## src/rtl/del_req_pkg.sv

```systemverilog
// del_req_pkg: shared types and defaults for the delay-chain request receiver.
// Holds the receiver FSM state encoding and default parameter values.
// Imported by del_req_sync and del_bit_sync.
package del_req_pkg;

  typedef enum logic [1:0] {
    IDLE     = 2'd0,
    OFFER    = 2'd1,
    ACK      = 2'd2,
    WAIT_LOW = 2'd3
  } state_t;

  localparam int DEF_SYNC_STAGES = 2;
  localparam int DEF_CNT_W       = 16;
  localparam int DEF_TIMEOUT_CYC = 255;

endpackage

```

## src/rtl/del_bit_sync.sv

```systemverilog
// del_bit_sync: SYNC_STAGES-flop single-bit synchronizer, async active-high reset to 0.
// Ports: clk, rst, d (asynchronous input), q (synchronized output).
// Latency: SYNC_STAGES clock edges from d to q.
module del_bit_sync
  import del_req_pkg::*;
#(
  parameter int SYNC_STAGES = DEF_SYNC_STAGES
) (
  input  logic clk,
  input  logic rst,
  input  logic d,
  output logic q
);

  logic [SYNC_STAGES-1:0] sync_q;
  logic [SYNC_STAGES-1:0] sync_d;

  // Shift toward the MSB; bit 0 is the only flop that sees the async input.
  always_comb begin
    sync_d = {sync_q[SYNC_STAGES-2:0], d};
  end

  always_ff @(posedge clk or posedge rst) begin
    if (rst) begin
      sync_q <= '0;
    end else begin
      sync_q <= sync_d;
    end
  end

  assign q = sync_q[SYNC_STAGES-1];

endmodule

```

## src/rtl/del_req_sync.sv

```systemverilog
// del_req_sync: brings the 4-phase delay-chain request into the clock domain as a
// valid/ready transfer, returns the registered acknowledge and counts completed handshakes.
// Ports: clk, rst (async, active-high), in_R (async request), out_A (ack), valid/ready
// (consumer side), busy (FSM not idle), event_cnt (completed handshakes, wrapping).
// Optional: define DEL_REQ_TIMEOUT_EN to add TIMEOUT_CYC and the sticky err_timeout output.
module del_req_sync
  import del_req_pkg::*;
#(
  parameter int SYNC_STAGES = DEF_SYNC_STAGES,
  parameter int CNT_W       = DEF_CNT_W
`ifdef DEL_REQ_TIMEOUT_EN
  ,
  parameter int TIMEOUT_CYC = DEF_TIMEOUT_CYC
`endif
) (
  input  logic             clk,
  input  logic             rst,
  input  logic             in_R,
  output logic             out_A,
  output logic             valid,
  input  logic             ready,
  output logic             busy,
  output logic [CNT_W-1:0] event_cnt
`ifdef DEL_REQ_TIMEOUT_EN
  ,
  output logic             err_timeout
`endif
);

  // After reset the synchronizer holds 0 for SYNC_STAGES edges, so a request that was
  // already high across reset only becomes visible at edge SYNC_STAGES+1. Any request
  // seen in IDLE up to that edge is treated as left over from before reset.
  localparam int                SETTLE_W    = $clog2(SYNC_STAGES + 2);
  localparam logic [SETTLE_W-1:0] SETTLE_LAST = SETTLE_W'(SYNC_STAGES);

  logic                r_s;
  state_t              state_q, state_d;
  logic                out_a_q, out_a_d;
  logic [CNT_W-1:0]    cnt_q, cnt_d;
  logic [SETTLE_W-1:0] settle_q, settle_d;
  logic                settling;

  del_bit_sync #(
    .SYNC_STAGES(SYNC_STAGES)
  ) u_req_sync (
    .clk(clk),
    .rst(rst),
    .d  (in_R),
    .q  (r_s)
  );

  assign settling = (settle_q <= SETTLE_LAST);

  // State register
  always_ff @(posedge clk or posedge rst) begin
    if (rst) begin
      state_q <= IDLE;
    end else begin
      state_q <= state_d;
    end
  end

  // Next-state logic
  always_comb begin
    state_d = state_q;
    case (state_q)
      IDLE:     if (r_s) state_d = settling ? WAIT_LOW : OFFER;
      // valid is high throughout OFFER, so ready alone completes the transfer. A low
      // glitch on r_s here is a protocol violation and is deliberately ignored.
      OFFER:    if (ready) state_d = ACK;
      ACK:      if (!r_s) state_d = IDLE;
      WAIT_LOW: if (!r_s) state_d = IDLE;
      default:  state_d = IDLE;
    endcase
  end

  // Output / datapath logic
  always_comb begin
    valid    = (state_q == OFFER);
    busy     = (state_q != IDLE);
    out_a_d  = (state_d == ACK);
    cnt_d    = cnt_q;
    settle_d = settling ? (settle_q + SETTLE_W'(1)) : settle_q;
    if ((state_q == ACK) && !r_s) begin
      cnt_d = cnt_q + CNT_W'(1);
    end
  end

  always_ff @(posedge clk or posedge rst) begin
    if (rst) begin
      out_a_q  <= 1'b0;
      cnt_q    <= '0;
      settle_q <= '0;
    end else begin
      out_a_q  <= out_a_d;
      cnt_q    <= cnt_d;
      settle_q <= settle_d;
    end
  end

  assign out_A     = out_a_q;
  assign event_cnt = cnt_q;

`ifdef DEL_REQ_TIMEOUT_EN
  localparam int              TMO_W    = $clog2(TIMEOUT_CYC + 1);
  localparam logic [TMO_W-1:0] TMO_LAST = TMO_W'(TIMEOUT_CYC - 1);

  logic [TMO_W-1:0] tmo_q, tmo_d;
  logic             err_q, err_d;

  // Counts ACK cycles; it is zero outside ACK so every entry to ACK starts from 0.
  // Saturates at the last count; the handshake itself is never forced.
  always_comb begin
    tmo_d = '0;
    err_d = err_q;
    if (state_q == ACK) begin
      tmo_d = (tmo_q == TMO_LAST) ? tmo_q : (tmo_q + TMO_W'(1));
      if (r_s && (tmo_q == TMO_LAST)) begin
        err_d = 1'b1;
      end
    end
  end

  always_ff @(posedge clk or posedge rst) begin
    if (rst) begin
      tmo_q <= '0;
      err_q <= 1'b0;
    end else begin
      tmo_q <= tmo_d;
      err_q <= err_d;
    end
  end

  assign err_timeout = err_q;
`endif

endmodule

```

## config.mk

```make
export PLATFORM = sky130hd
export DESIGN_NAME = del_req_sync
export DESIGN_NICKNAME = d
export VERILOG_FILES = /design/src/rtl/del_req_pkg.sv /design/src/rtl/del_bit_sync.sv /design/src/rtl/del_req_sync.sv
export SDC_FILE = /design/constraint.sdc
export NUM_CORES = 1
export LEC_CHECK = 0
export CAP_MARGIN = 0
export CORE_MARGIN = 8
export CORE_UTILIZATION = 43
export DETAILED_ROUTE_END_ITERATION = 8
export GPL_TIMING_DRIVEN = 0
export MAX_ROUTING_LAYER = met4
export PLACE_DENSITY_LB_ADDON = 0.3
export SETUP_SLACK_MARGIN = 0.02
export SYNTH_ARGS = -nofsm -noshare
export SYNTH_HDL_FRONTEND = slang
export SYNTH_SLANG_ARGS = --single-unit
```

## constraint.sdc

```tcl
create_clock -name clk -period 1.4 [get_ports clk]
set_input_delay 0.28 -clock clk [delete_from_list [all_inputs] [get_ports clk]]
set_output_delay 0.28 -clock clk [all_outputs]
set_load 0.02 [all_outputs]
```

==> run metrics <==
worst setup path category reg -> out; largest area contributor in the netlist sky130_fd_sc_hd__dfrtp_1; final layout net count approximately 120; post-synthesis average cell area 12.2 um^2; average via count per standard cell around 4.9; FP Rows 17; clock share of power 16.4%; part of the power in combinational logic between 30% and 40%; initial antenna violation count 0; Layout Skew around 0.0017 ns; most common cell in the netlist sky130_fd_sc_hd__dfrtp_1; hold_buf cts 0; fraction of final layout cells sized beyond drive strength 1 29.8%; top area cells in the synthesized netlist sky130_fd_sc_hd__dfrtp_1 58%, sky130_fd_sc_hd__xnor2_1 12%, sky130_fd_sc_hd__nand4_1 4.4%, sky130_fd_sc_hd__nand2_1 3.8%, sky130_fd_sc_hd__nor3_4 3.3%; portion of the post-synthesis area used by sequential elements approximately 58%; final routed DRC violation total 0; switching component of the power 614 uW; I/O pin count 23; Relative slew margins between 40% and 50%; switching part of the total power 34.0%; clock buffers created by TritonCTS 3; fraction of power consumed by sequential logic between 40% and 50%; top post-synthesis cells by count 23 x sky130_fd_sc_hd__dfrtp_1, 13 x sky130_fd_sc_hd__xnor2_1, 10 x sky130_fd_sc_hd__nand2_1, 7 x sky130_fd_sc_hd__nand4_1, 4 x sky130_fd_sc_hd__nor2_1; starting density of the core 45.2%; combined area of the multi-input logic cells between 400 and 500 um^2; number of failing hold endpoints at the final stage 0; diode count 0; Longest Clk Path Bufs 2; worst slew pin tran 0.841 ns; number of enable-type register cells in the synthesized netlist 0; Mapped Nets 87; final setup violating endpoints 13; unrepaired setup endpoints after global routing true; violated checks negative setup slack; portion of synthesized cell area occupied by the leading cell type roughly 58%; floorplan die width between 60 and 70 um; kind of end point of the critical path primary output; max-slew violation count 0; wire length of the first global-routing pass roughly 3 mm; TritonCTS clock tree built; post-route clock period utilization 110%; CP Data Required Time about 1.1 ns; vias in the first global route approximately 660; worst-case vdd ir drop around 750 uV; area of all sequential standard cells between 500 and 600 um^2; pre-CTS setup slack -0.132 ns; Worst Setup Start Kind register; worst setup margin -0.136 ns; area of the placeable core between 0.002 and 0.0025 mm^2; Period minus WS final between 1.5 and 2 ns; number of optimization iterations in the first detailed-route pass 5; status finished, violations left; height of the die about 64 um; dominant synthesized flop cell sky130_fd_sc_hd__dfrtp_1; die area 0.00409 mm^2; Worst R2R Path Depth 4; count of filler cells inserted in the layout ~180; cells after synthesis 81; power per standard cell area 1350 mW/mm^2; CP Data Arrival Time approximately 1.3 ns; area grow syn2layout 34.8%; WL final approximately 1.8 mm; classification of the worst-slack hold path reg -> reg; HPWL reported at the end of detailed placement approximately 1.3 mm; number of max-cap violations 0; maximum number of pins on one net before global-route repair 24; design internal power roughly 1200 uW; count of clock tree sinks 23; count of routing violations after the opening detailed-route iteration 16; share of async-settable or async-resettable flops after synthesis between 90% and 100%; final antenna-violating net count 0; root cell of the clock tree sky130_fd_sc_hd__clkbuf_4; count of buffers from port buffering 22; GRT overflow 0; achievable frequency 651 MHz; final weighted congestion in routability-driven placement a little under 0.8; Min-Delay Path Depth 0; all-layer global routing usage a little under a tenth; final standard cell count with taps included and fillers excluded between 100 and 150; netlist area before placement around 990 um^2; number of distinct library cells after synthesis 20; dpl cells roughly 130; vias slightly below 700; worst-skew pair later-pin latency approximately 0.30 ns; largest fanout of any net on the critical path 5; Yosys warning total 0; number of H-tree branching levels 1; Worst-path clk slew between 0.1 and 0.15 ns; flip-flop and latch count after synthesis 23; Min Hold Slack ~0.37 ns; Avg WL per Cell ~13 um; leakage between 0.0006 and 0.0007 uW
per-layer routing:
metal  up-vias  global-route usage (%)  share of wire, %
li1        340                       -                 -
met1       339                    10.8                44
met2        15                    14.3                48
met3         2                    3.48               7.4
met4         0                    4.18              0.93
met5         -                       -                 0
state kept, by name, indices dropped and copies added (netlist names):
register and flops:
out_A 1, u_req_sync.sync_q 2, state_q 2, settle_q 2, event_cnt 16
final cells by class:
| cell class | count | share of cell area [%] |
|---|---|---|
| Sequential cell | 23 | 43.8 |
| Tap cell | 28 | 2.63 |
| Timing Repair Buffer | 29 | 19.2 |
| Multi-Input combinational cell | 55 | 31.5 |
| Inverter | 3 | 0.844 |
| Clock buffer | 4 | 1.97 |
timing repair:
item / 4_1_cts / 5_1_grt
buffers inserted: 4 / 3
setup endpoints to repair: 29 / 25
resized for setup: 36 / 19
pin swaps: 6 / 5
cell families after synthesis:
group / synth area share (%)
buffers and inverters: 1.14
AND/OR/NAND/NOR: 20.5
flip-flops: 58.2
multiplexers: 2.15
XOR/XNOR: 14.2
AO/OA/AOI/OAI: 1.39
adder cells (fa/ha/maj): 2.53
critical path, cell delays in order (launching register included):
cell                      delay, ns
sky130_fd_sc_hd__dfrtp_2       0.45
sky130_fd_sc_hd__buf_4         0.14
sky130_fd_sc_hd__or2_1         0.22
sky130_fd_sc_hd__buf_6         0.14
per-stage QoR:
step	instance area (um^2)	utilization, %	power [uW]	TNS, ns
2_1_floorplan	992	-	1210	-0.0514
4_1_cts	1300	59.4	1740	-1.07
3_3_place_gp	1250	56.9	1460	-1.06
6_report	1330	60.9	1800	-1.08
3_5_place_dp	1250	56.9	1470	-1.15
5_1_grt	1330	60.9	1910	-1.96
cell usage in the layout, fill, tap and decap left out, drive strengths merged:
cell	instances
xnor2	13
clkdlybuf4s15	9
mux2i	1
xor2	3
o2bb2ai	1
o21ai	1
dlygate4sd2	5
nor3	2
clkbuf	7
mux2	1
clkdlybuf4s50	3
or2	1
inv	3
dfrtp	23
nor3b	1
nor2b	2
or3b	1
nor2	4
buf	9
and3	1
ha	2
nand2	10
nand4	7
nand3	4
worst paths after layout:
| check | startpoint | endpoint | slack [ns] |
|---|---|---|---|
| setup / recovery | state_q[0] | busy | -0.14 |
| hold / removal | u_req_sync.sync_q[0] | u_req_sync.sync_q[1] | 0.37 |
| setup reg to reg | state_q[0] | event_cnt[14] | -0.13 |
| hold reg to reg | u_req_sync.sync_q[0] | u_req_sync.sync_q[1] | 0.37 |
| max in group asynchronous | rst | state_q[1] | 0.39 |
| min in group asynchronous | rst | u_req_sync.sync_q[0] | 0.43 |
power groups by stage:
stage               combinational, uW  sequential (uW)  clock, uW
floorplan                         244              964          0
global placement                  554              906          0
detailed placement                565              907          0
CTS                               539              897        304
global route                      673              908        328
finish                            620              889        296
No activity file was read; power rests on OpenSTA's default activity.
==> RTL change (same settings) <==
The option `DEL_REQ_TIMEOUT_EN` is turned on by a define.
--- a/src/rtl/del_req_sync.sv
+++ b/src/rtl/del_req_sync.sv
@@ -5,2 +5,4 @@
 // Optional: define DEL_REQ_TIMEOUT_EN to add TIMEOUT_CYC and the sticky err_timeout output.
+`define DEL_REQ_TIMEOUT_EN
+
 module del_req_sync
Formal check against the unedited RTL (old outputs only; new: err_timeout): equivalent (equiv_simple and equiv_induct, registers matched by name and starting in step).
==> RTL change against the original RTL <==
- the flow still finishes with violations (negative setup slack)
- sequential cell count grew 9
- synthesized area grew 43%
- total power grew 35%
- wire length grew 69%
- final area grew 51%
- clock skew grew 9.0 ps
- setup slack gained 46 ps
- cell count grew 53%
- critical endpoint is now event_cnt[4]$_DFFE_PP0P_
- highest routed layer unchanged
==> RTL change: results (changes against the original RTL) <==
ir_worst_vdd_mv: 0.755  # +0.12%
placed_area_um2: 1730  # +38%
met3_usage_pct: 5.32  # +1.8 points
place_ws_ps: -417  # -285 ps
slowest_delay_ps: 410  # -40 ps
synth.area.top_cells: "dfrtp_1, xnor2_1, ha_1"
clock-sinks: 32  # +39%
holdWs_ps: 361  # -11.3 ps
cts_max_level: 2  # +1
drive_gt1_share_pct: 45.6  # +16 points
setup_violations: 11  # -2
rows: 21  # +4
grt_pass1_vias: 1035  # +56%
grt_usage_pct: 11.9  # +2.5 points
setup_tns_ps: -542  # +534 ps
power.share.sequential_pct: 45.9  # -3.4 points
clock_latency_ps: 340  # +40 ps
p_seq_mw: 1.11  # +25%
met1_usage_pct: 13.1  # +2.3 points
dpl.cell_count: 193  # +47%
crit_fanout: 4  # -1
numCtsBuffers: 5  # +2
inv_count: 4  # +1
worstMarginPinSlew_ps: 706  # -135 ps
seq_share_pct: 40.2  # -3.6 points
violations: "negative setup slack"
synth_fp_nets: 132  # +52%
nFillCells: 289  # +58%
wl_met2_um: 1450  # +67%
status: "finished with violations"
p_int_mw: 1.68  # +41%
setup_ws_ps: -90.4  # +46.0 ps
path_delay_family: "buffers and inverters"
skew_ps: 10.7  # +9.01 ps
wl_met3_um: 283  # +110%
nMultiInputCombCells: 87  # +58%
avgRoutedWirePerCell_um: 14.2  # +10%
syn-instance-count: 124  # +53%
post-cts-setup-buffers: 10  # +6
hpwl_um: 2020  # +57%
buffers: 40  # +38%
nClkBuffers: 6  # +2
path_clk_slew_ps: 100  # -20 ps
finalNetCount: 178  # +47%
vias_per_cell: 5.02  # +2.4%
reg2reg_depth: 6  # +2
## RTL change: kinds of logic (layout without fill, tap and decap cells)
logic type               count (synthesis)  in the layout  synth area share (%)
adder cells (fa/ha/maj)                  4              4                  3.53
flip-flops                              32             32                  56.5
XOR/XNOR                                17             17                  10.5
AND/OR/NAND/NOR                         48             48                  17.8
multiplexers                             3              3                  2.30
AO/OA/AOI/OAI                           15             15                  7.51
buffers and inverters                    5             52                  1.85
## RTL change: worst max path at each step
stage / start / to / cells past startpoint
after global routing: state_q[0]$_DFF_PP0_ / event_cnt[4]$_DFFE_PP0P_ / 6
after detailed placement: rst / event_cnt[4]$_DFFE_PP0P_ / 2
after global placement: rst / event_cnt[4]$_DFFE_PP0P_ / 2
final: state_q[0]$_DFF_PP0_ / event_cnt[4]$_DFFE_PP0P_ / 6
after CTS: state_q[0]$_DFF_PP0_ / event_cnt[12]$_DFFE_PP0P_ / 5
after floorplan: event_cnt[0]$_DFFE_PP0P_ / event_cnt[12]$_DFFE_PP0P_ / 5
